`config.mk`:
```
export PLATFORM = sky130hd
export DESIGN_NAME = shared_adder_arbiter
export DESIGN_NICKNAME = d
export VERILOG_FILES = /design/src/rtl/shared_adder_arbiter.sv
export SDC_FILE = /design/constraint.sdc
export NUM_CORES = 1
export LEC_CHECK = 0
export CAP_MARGIN = 40
export CORE_UTILIZATION = 44
export DETAILED_ROUTE_END_ITERATION = 12
export HOLD_SLACK_MARGIN = 0.06
export PLACE_DENSITY = 0.86
export SLEW_MARGIN = 40
export SYNTH_ARGS = -nofsm -noshare
export SYNTH_HDL_FRONTEND = slang
export SYNTH_SLANG_ARGS = --single-unit
```
`constraint.sdc`:
```
create_clock -name IN_clk -period 2.6 [get_ports IN_clk]
set_clock_uncertainty 0.05 [all_clocks]
set_input_delay 0.26 -clock IN_clk [delete_from_list [all_inputs] [get_ports IN_clk]]
set_output_delay 0.26 -clock IN_clk [all_outputs]
set_load 0.02 [all_outputs]
```
`src/rtl/shared_adder_arbiter.sv`:
```
// Round-robin arbiter feeding one shared WIDTH-bit adder through a
// two-stage pipeline (operand register, result register) with tagged output.
module shared_adder_arbiter #(
  parameter int WIDTH   = 8,
  parameter int NUM_REQ = 4,
  localparam int ID_W   = (NUM_REQ > 2) ? $clog2(NUM_REQ) : 1
) (
  input  logic                     IN_clk,
  input  logic                     IN_rst_n,
  input  logic [NUM_REQ-1:0]       IN_req_valid,
  input  logic [NUM_REQ*WIDTH-1:0] IN_req_a,
  input  logic [NUM_REQ*WIDTH-1:0] IN_req_b,
  output logic [NUM_REQ-1:0]       OUT_req_ready,
  output logic                     OUT_rsp_valid,
  input  logic                     IN_rsp_ready,
  output logic [ID_W-1:0]          OUT_rsp_id,
  output logic [WIDTH-1:0]         OUT_rsp_sum,
  output logic                     OUT_rsp_carry
);

  logic [ID_W-1:0]    r_ptr;
  logic               r_v1;
  logic [ID_W-1:0]    r_id1;
  logic [WIDTH-1:0]   r_a1;
  logic [WIDTH-1:0]   r_b1;

  logic [2*NUM_REQ-1:0] w_dbl;
  logic [NUM_REQ-1:0]   w_rot;
  logic [NUM_REQ-1:0]   w_gnt;
  logic                 w_found;
  logic [ID_W:0]        w_pos;
  logic [ID_W-1:0]      w_gid;
  logic [ID_W-1:0]      w_nxt;
  logic                 w_s2_free;
  logic                 w_s1_free;
  logic                 w_acc;
  logic                 w_adv;
  logic [WIDTH-1:0]     w_a;
  logic [WIDTH-1:0]     w_b;
  logic [WIDTH:0]       w_sum;

  assign w_s2_free = !OUT_rsp_valid || IN_rsp_ready;
  assign w_s1_free = !r_v1 || w_s2_free;
  assign w_adv     = r_v1 && w_s2_free;

  // Rotate valids so bit 0 is the pointer slot; lowest rotated hit wins.
  always_comb begin
    w_dbl   = {IN_req_valid, IN_req_valid} >> r_ptr;
    w_rot   = w_dbl[NUM_REQ-1:0];
    w_found = 1'b0;
    w_pos   = '0;
    for (int k = NUM_REQ - 1; k >= 0; k--) begin
      if (w_rot[k]) begin
        w_found = 1'b1;
        w_pos   = {1'b0, r_ptr} + (ID_W+1)'(k);
      end
    end
    if (w_pos >= (ID_W+1)'(NUM_REQ))
      w_pos = w_pos - (ID_W+1)'(NUM_REQ);
    w_gid = w_pos[ID_W-1:0];
    if (w_gid == ID_W'(NUM_REQ - 1))
      w_nxt = '0;
    else
      w_nxt = w_gid + ID_W'(1);
  end

  assign w_acc = IN_rst_n && w_s1_free && w_found;

  always_comb begin
    w_gnt = '0;
    w_a   = '0;
    w_b   = '0;
    for (int k = 0; k < NUM_REQ; k++) begin
      w_gnt[k] = w_acc && (w_gid == ID_W'(k));
      if (w_gnt[k]) begin
        w_a = IN_req_a[k*WIDTH +: WIDTH];
        w_b = IN_req_b[k*WIDTH +: WIDTH];
      end
    end
  end

  assign OUT_req_ready = w_gnt;
  assign w_sum = {1'b0, r_a1} + {1'b0, r_b1};

  always_ff @(posedge IN_clk or negedge IN_rst_n) begin
    if (!IN_rst_n) begin
      r_ptr         <= '0;
      r_v1          <= 1'b0;
      r_id1         <= '0;
      r_a1          <= '0;
      r_b1          <= '0;
      OUT_rsp_valid <= 1'b0;
      OUT_rsp_id    <= '0;
      OUT_rsp_sum   <= '0;
      OUT_rsp_carry <= 1'b0;
    end else begin
      if (w_acc) begin
        r_v1  <= 1'b1;
        r_id1 <= w_gid;
        r_a1  <= w_a;
        r_b1  <= w_b;
        r_ptr <= w_nxt;
      end else if (w_adv) begin
        r_v1 <= 1'b0;
      end
      if (w_adv) begin
        OUT_rsp_valid <= 1'b1;
        OUT_rsp_id    <= r_id1;
        {OUT_rsp_carry, OUT_rsp_sum} <= w_sum;
      end else if (OUT_rsp_valid && IN_rsp_ready) begin
        OUT_rsp_valid <= 1'b0;
      end
    end
  end

endmodule
```
* Yosys cells after proc, flatten, opt, wreduce, memory -nomap -nowiden
Cells that the tools add are included.
Word-level totals: bits in registers 33, latch bits 0, memory bits (writable) 0, ROM bits 0, bits of input ports 71, output and inout port bits 16, word-level logic and storage cells 57, memories 0
Operators by class: $add $sub $neg 6, $mul 0, div/mod/pow operators 0, magnitude comparators 1, equality and inequality tests 3, shift-type cells 1, muxes and demuxes 22, bitwise logic cells 0, reduce and logical (&&, ||, !) cells 15
Operators with widths (number):
- 2-to-1 mux 8 bit | 8
- 2-to-1 mux 3 bit | 4
- adder 8 x 8 -> 9 bit | 1
- logical AND 1 bit | 8
- 2-to-1 mux 1 bit | 8
- >> shifter 8 x 2 -> 4 bit | 1
- adder 2 x 2 -> 3 bit (second input constant) | 2
- equality test 2 bit (second input constant) | 2
- 2-to-1 mux 2 bit | 2
- nonzero test 2 bit | 2
- adder 2 x 1 -> 3 bit (second input constant) | 1
- >= comparator 3 bit (second input constant) | 1
- adder 2 x 1 -> 2 bit (second input constant) | 1
- equality test 2 x 1 -> 1 bit (second input constant) | 1
- logical NOT 1 bit | 2
- logical NOT 2 bit | 1
- logical OR 1 bit | 2
- subtractor 2 x 1 -> 2 bit (second input constant) | 1

* Longest topological paths before layout
word-level depth 13, depth in mapped cells 12

* Worst setup path after synthesis
OpenSTA, ideal clock, no wires.
kind reg-to-output, start register r_ptr[1], end output OUT_req_ready[2], arrival time 1.936 ns, data required time 2.290 ns, path slack 0.354 ns, cell stages (with the launch flop) 11, cells stage by stage dfrtp_1 nand2_1 nand2_1 a21oi_1 o22ai_1 inv_1 ha_1 clkbuf_1 clkinv_1 clkbuf_1 nor2_1
Between the ends: word-level cells in the longest chain between the ends 9, elaborated cells on any way between the ends 18, classes of those cells add/sub: 4; order compare: 1; eq/ne: 1; shift: 1; mux: 9; reduce/logical: 2
Ends and longest elaborated chain:
- start: declaration | line 21 | logic [ID_W-1:0] r_ptr;
- start signal: assignment | line 102 | r_ptr <= w_nxt;
- adder 2 x 2 -> 3 bit or >> shifter 8 x 2 -> 4 bit (tied branches) | line 55, 48
- 2-to-1 mux 3 bit (3 in series) | line 53 | if (w_rot[k]) begin
- 2-to-1 mux 3 bit * | line 53
- >= comparator 3 bit or subtractor 2 x 1 -> 2 bit (tied branches) | line 58, 59
- 2-to-1 mux 2 bit * | line 58 | if (w_pos >= (ID_W+1)'(NUM_REQ))
- via w_pos[1] | line 31 | logic [ID_W:0] w_pos;
- equality test 2 bit * | line 74 | w_gnt[k] = w_acc && (w_gid == ID_W'(k));
- logical AND 1 bit * | line 74
- end: declaration | line 13 | output logic [NUM_REQ-1:0] OUT_req_ready,
The timed path passes the listed nets; every way through them passes the cells marked *.

* Worst setup path in the final report
start input IN_req_valid[0], end output OUT_req_ready[3]
Between the ends: word-level cells in the longest chain between the ends 9, elaborated cells on any way between the ends 15, classes of those cells add/sub: 1; order compare: 1; eq/ne: 1; shift: 1; mux: 9; reduce/logical: 2
Ends and longest elaborated chain:
- start: declaration | line 10 | input logic [NUM_REQ-1:0] IN_req_valid,
- >> shifter 8 x 2 -> 4 bit * | line 48 | w_dbl = {IN_req_valid, IN_req_valid} >> r_ptr;
- 2-to-1 mux 3 bit (3 in series) | line 53
- 2-to-1 mux 3 bit * | line 53
- >= comparator 3 bit or subtractor 2 x 1 -> 2 bit (tied branches) | line 58, 59
- 2-to-1 mux 2 bit * | line 58
- via w_pos[0] | line 31
- equality test 2 bit * | line 74
- logical AND 1 bit * | line 74
Marks and branches as above.

==> results_dict.tcl <==
set metrics [dict create \
    powerDensity_nw_per_um2 974 \
    fp.dieH_um 73.3 \
    synth_fp_nets 333 \
    dr.pass1.iters 4 \
    synth_top_family_by_area "compound AO/OA/AOI/OAI gates" \
    routed_wl_um 5810 \
    post_dp_cell_area_um2 3220 \
    critPathSlowestCell "clkdlybuf4s50_1" \
    dp_hpwl_um 4600 \
    cts_num_sinks 33 \
    synth_seq_cells 33 \
    hold_buffers 0 \
    groute.usage.overall 0.239 \
    p_leak_nw 1.44 \
    post-synth-top-area-fraction 0.369 \
    worst_slack_ns 0.143 \
    hold_ws_ns 0.393 \
    finalInstanceArea_um2 3370 \
    via_per_inst 5.31 \
    synthToLayoutAreaGrowth_pct 50.4 \
    clockRootBuffer "clkbuf_8" \
    critPathMaxStageDelay_ns 0.43 \
    regToRegSetupSlack_ns 0.34 \
    worstReg2RegEnd "r_a1[0]" \
    synthFlopType "dfrtp_1" \
    synth_compound_area_frac 0.292 \
    wire_per_inst_um 14.2 \
    synth-async-reset-ratio 1.00 \
    antenna_found_initial 0 \
    clock_latency_ns 0.28 \
    max-cap-violations 0 \
    die_w_um 73.3 \
    drtIter0Drc 134 \
    worstRegToRegCells 9 \
    yosys_warnings 0 \
    finalHoldViolations 0 \
    num_antenna_cells 0 \
    crit_arrival_ns 2.15 \
    port_buffers 86 \
    preCtsSetupSlack_ns -0.381 \
    max_freq_mhz 407 \
    ant_nets 0 \
    synthMuxAreaShare 0.0201 \
    layout-drive-gt1-share 0.146 \
    gp_congestion 0.851 \
    htreeDepth 2 \
    timing.rr.start "r_ptr[0]" \
    synth_edf_count 0 \
    min_path_type "in2async" \
    cts.clk_slew.worst_paths_ns 0.07 \
    cts_made_buffers 5 \
    fin_nets 426 \
    worst-path-max-fanout 4 \
    grt.overflow.total 0 \
    drv_slew 0 \
    grt_pass1_wl_um 9890 \
    start_util 0.465 \
    cp_data_required_time_ns 2.29 \
    max_slew_margin 0.681 \
    yosysTopAreaCell "dfrtp_1" \
    ys_top_cells_by_area "dfrtp_1, nor2_1, a221oi_2" \
    syn_inst 249 \
    synth_cell_types 37 \
    drcViolationCount 0 \
    cts_tree "done" \
    setup_viol 0 \
    ys_seq_area_frac 0.369 \
    num_vias 2179 \
    ir_drop_uv 507 \
    rsz0062_at_grt "false" \
    clockBufferDepth 2 \
    core.rowCount 25 \
    worst_slew_pin_slew_ns 0.477 \
    start_kind "input pin" \
    die_area_um2 5380 \
    ios 87 \
    critical_path_class "in2out" \
    fin_crit_sh 0.945 \
    period_minus_slack_ns 2.46 \
    synthAdderAreaFrac 0.0760 \
    path_cells "clkdlybuf4s50_1 -> nor2b_1 -> a21oi_1 -> nor2_1 -> a211o_1 -> inv_1 -> ha_1 -> inv_1 -> nor2_1 -> dlygate4sd2_1" \
    power_mw 3.28 \
    syn-cell-area_um2 2240 \
    setup.worst_path.end_class "primary output" \
    synth_xor_area_frac 0.0156 \
    setup_tns_ns 0 \
    syn_area_per_cell_um2 8.99 \
    coreArea_um2 4820 \
    grt_pass1_vias 2186 \
    synthSimpleGateAreaFrac 0.166 \
    run_status "completed" \
    grt_max_degree 34 \
]
state kept, by name, indices dropped and copies added (netlist names):
signal,cells
r_id1,2
OUT_rsp_valid,1
r_b1,8
OUT_rsp_sum,8
OUT_rsp_carry,1
r_a1,8
OUT_rsp_id,2
r_ptr,2
r_v1,1
cells in the final DEF (no fill, tap or decap), drive strengths merged, types with 11 or more instances in the layout:
cell	instances
clkdlybuf4s50	82
nor2	43
dfrtp	33
nand2	31
a21oi	21
o31ai	18
buf	16
a221oi	16
ha	12
o21ai	12
inv	11
critical path, delay by kind of cell:
family,cells,cell delay (ns)
compound gates,2,0.47
simple gates,3,0.29
buf+inv,4,0.96
fa+ha+maj,1,0.17
synth_stat cells, types with 4 or more instances:
master and n:
xor2_1 4, o31ai_1 8, ha_1 12, mux2_2 4, a21oi_1 21, nand2_1 31
o31ai_2 10, inv_1 11, o21ai_0 11, a221oi_2 10, nand2b_1 5, nor2_1 43
buf_2 6, dfrtp_1 33, clkbuf_1 6, a221oi_1 6
through the flow:
step / std cells / util
after global routing: 410 / 0.699
after detailed placement: 400 / 0.669
after floorplan: 249 / -
after CTS: 410 / 0.700
final: 410 / 0.699
after global placement: 400 / 0.669
cell type report:
class / count / area [um^2]
sequential: 33 / 826
inverter: 12 / 45.0
multi-input combinational: 188 / 1270
tap: 67 / 83.8
clock inverter: 1 / 30.0
timing repair buffer: 102 / 1020
fill: 379 / 1450
clock buffer: 7 / 86.3
kinds of logic after synthesis:
logic type                 Yosys count
DFF                                 33
adders and majority gates           13
muxes                                4
AOI/OAI and AO/OA                   79
buffers and inverters               28
and+or+nand+nor                     88
xor gates and xnor gates             4
worst max-delay path by stage:
| stage | startpoint | slack (ns) | to |
|---|---|---|---|
| 2_1_floorplan | r_ptr[1] | 0.35 | OUT_req_ready[2] |
| 3_3_place_gp | IN_req_valid[0] | -0.20 | r_b1[2] |
| 3_5_place_dp | IN_req_valid[0] | -0.38 | r_a1[0] |
| 4_1_cts | IN_req_valid[0] | 0.05 | OUT_req_ready[1] |
| 5_1_grt | r_ptr[1] | 0.01 | OUT_req_ready[2] |
| 6_report | IN_req_valid[0] | 0.14 | OUT_req_ready[3] |
where the power goes:
group	switching (mW)	internal, mW
logic	1.01	0.880
clock network	0.173	0.312
registers	0.161	0.749
layer usage:
| layer | vias up | part of all wire | track usage |
|---|---|---|---|
| li1 | 1068 | - | - |
| met3 | 10 | 0.061 | 0.0425 |
| met1 | 1002 | 0.44 | 0.303 |
| met5 | - | 0 | 0 |
| met2 | 99 | 0.48 | 0.407 |
| met4 | 0 | 0.021 | 0.0876 |
repair_timing:
action,in CTS,in global routing
endpoints found under the setup margin,8,1
pin swaps,1,0
buffers inserted,2,0
resized for setup,4,2
No activity file was read; power rests on OpenSTA's default activity.
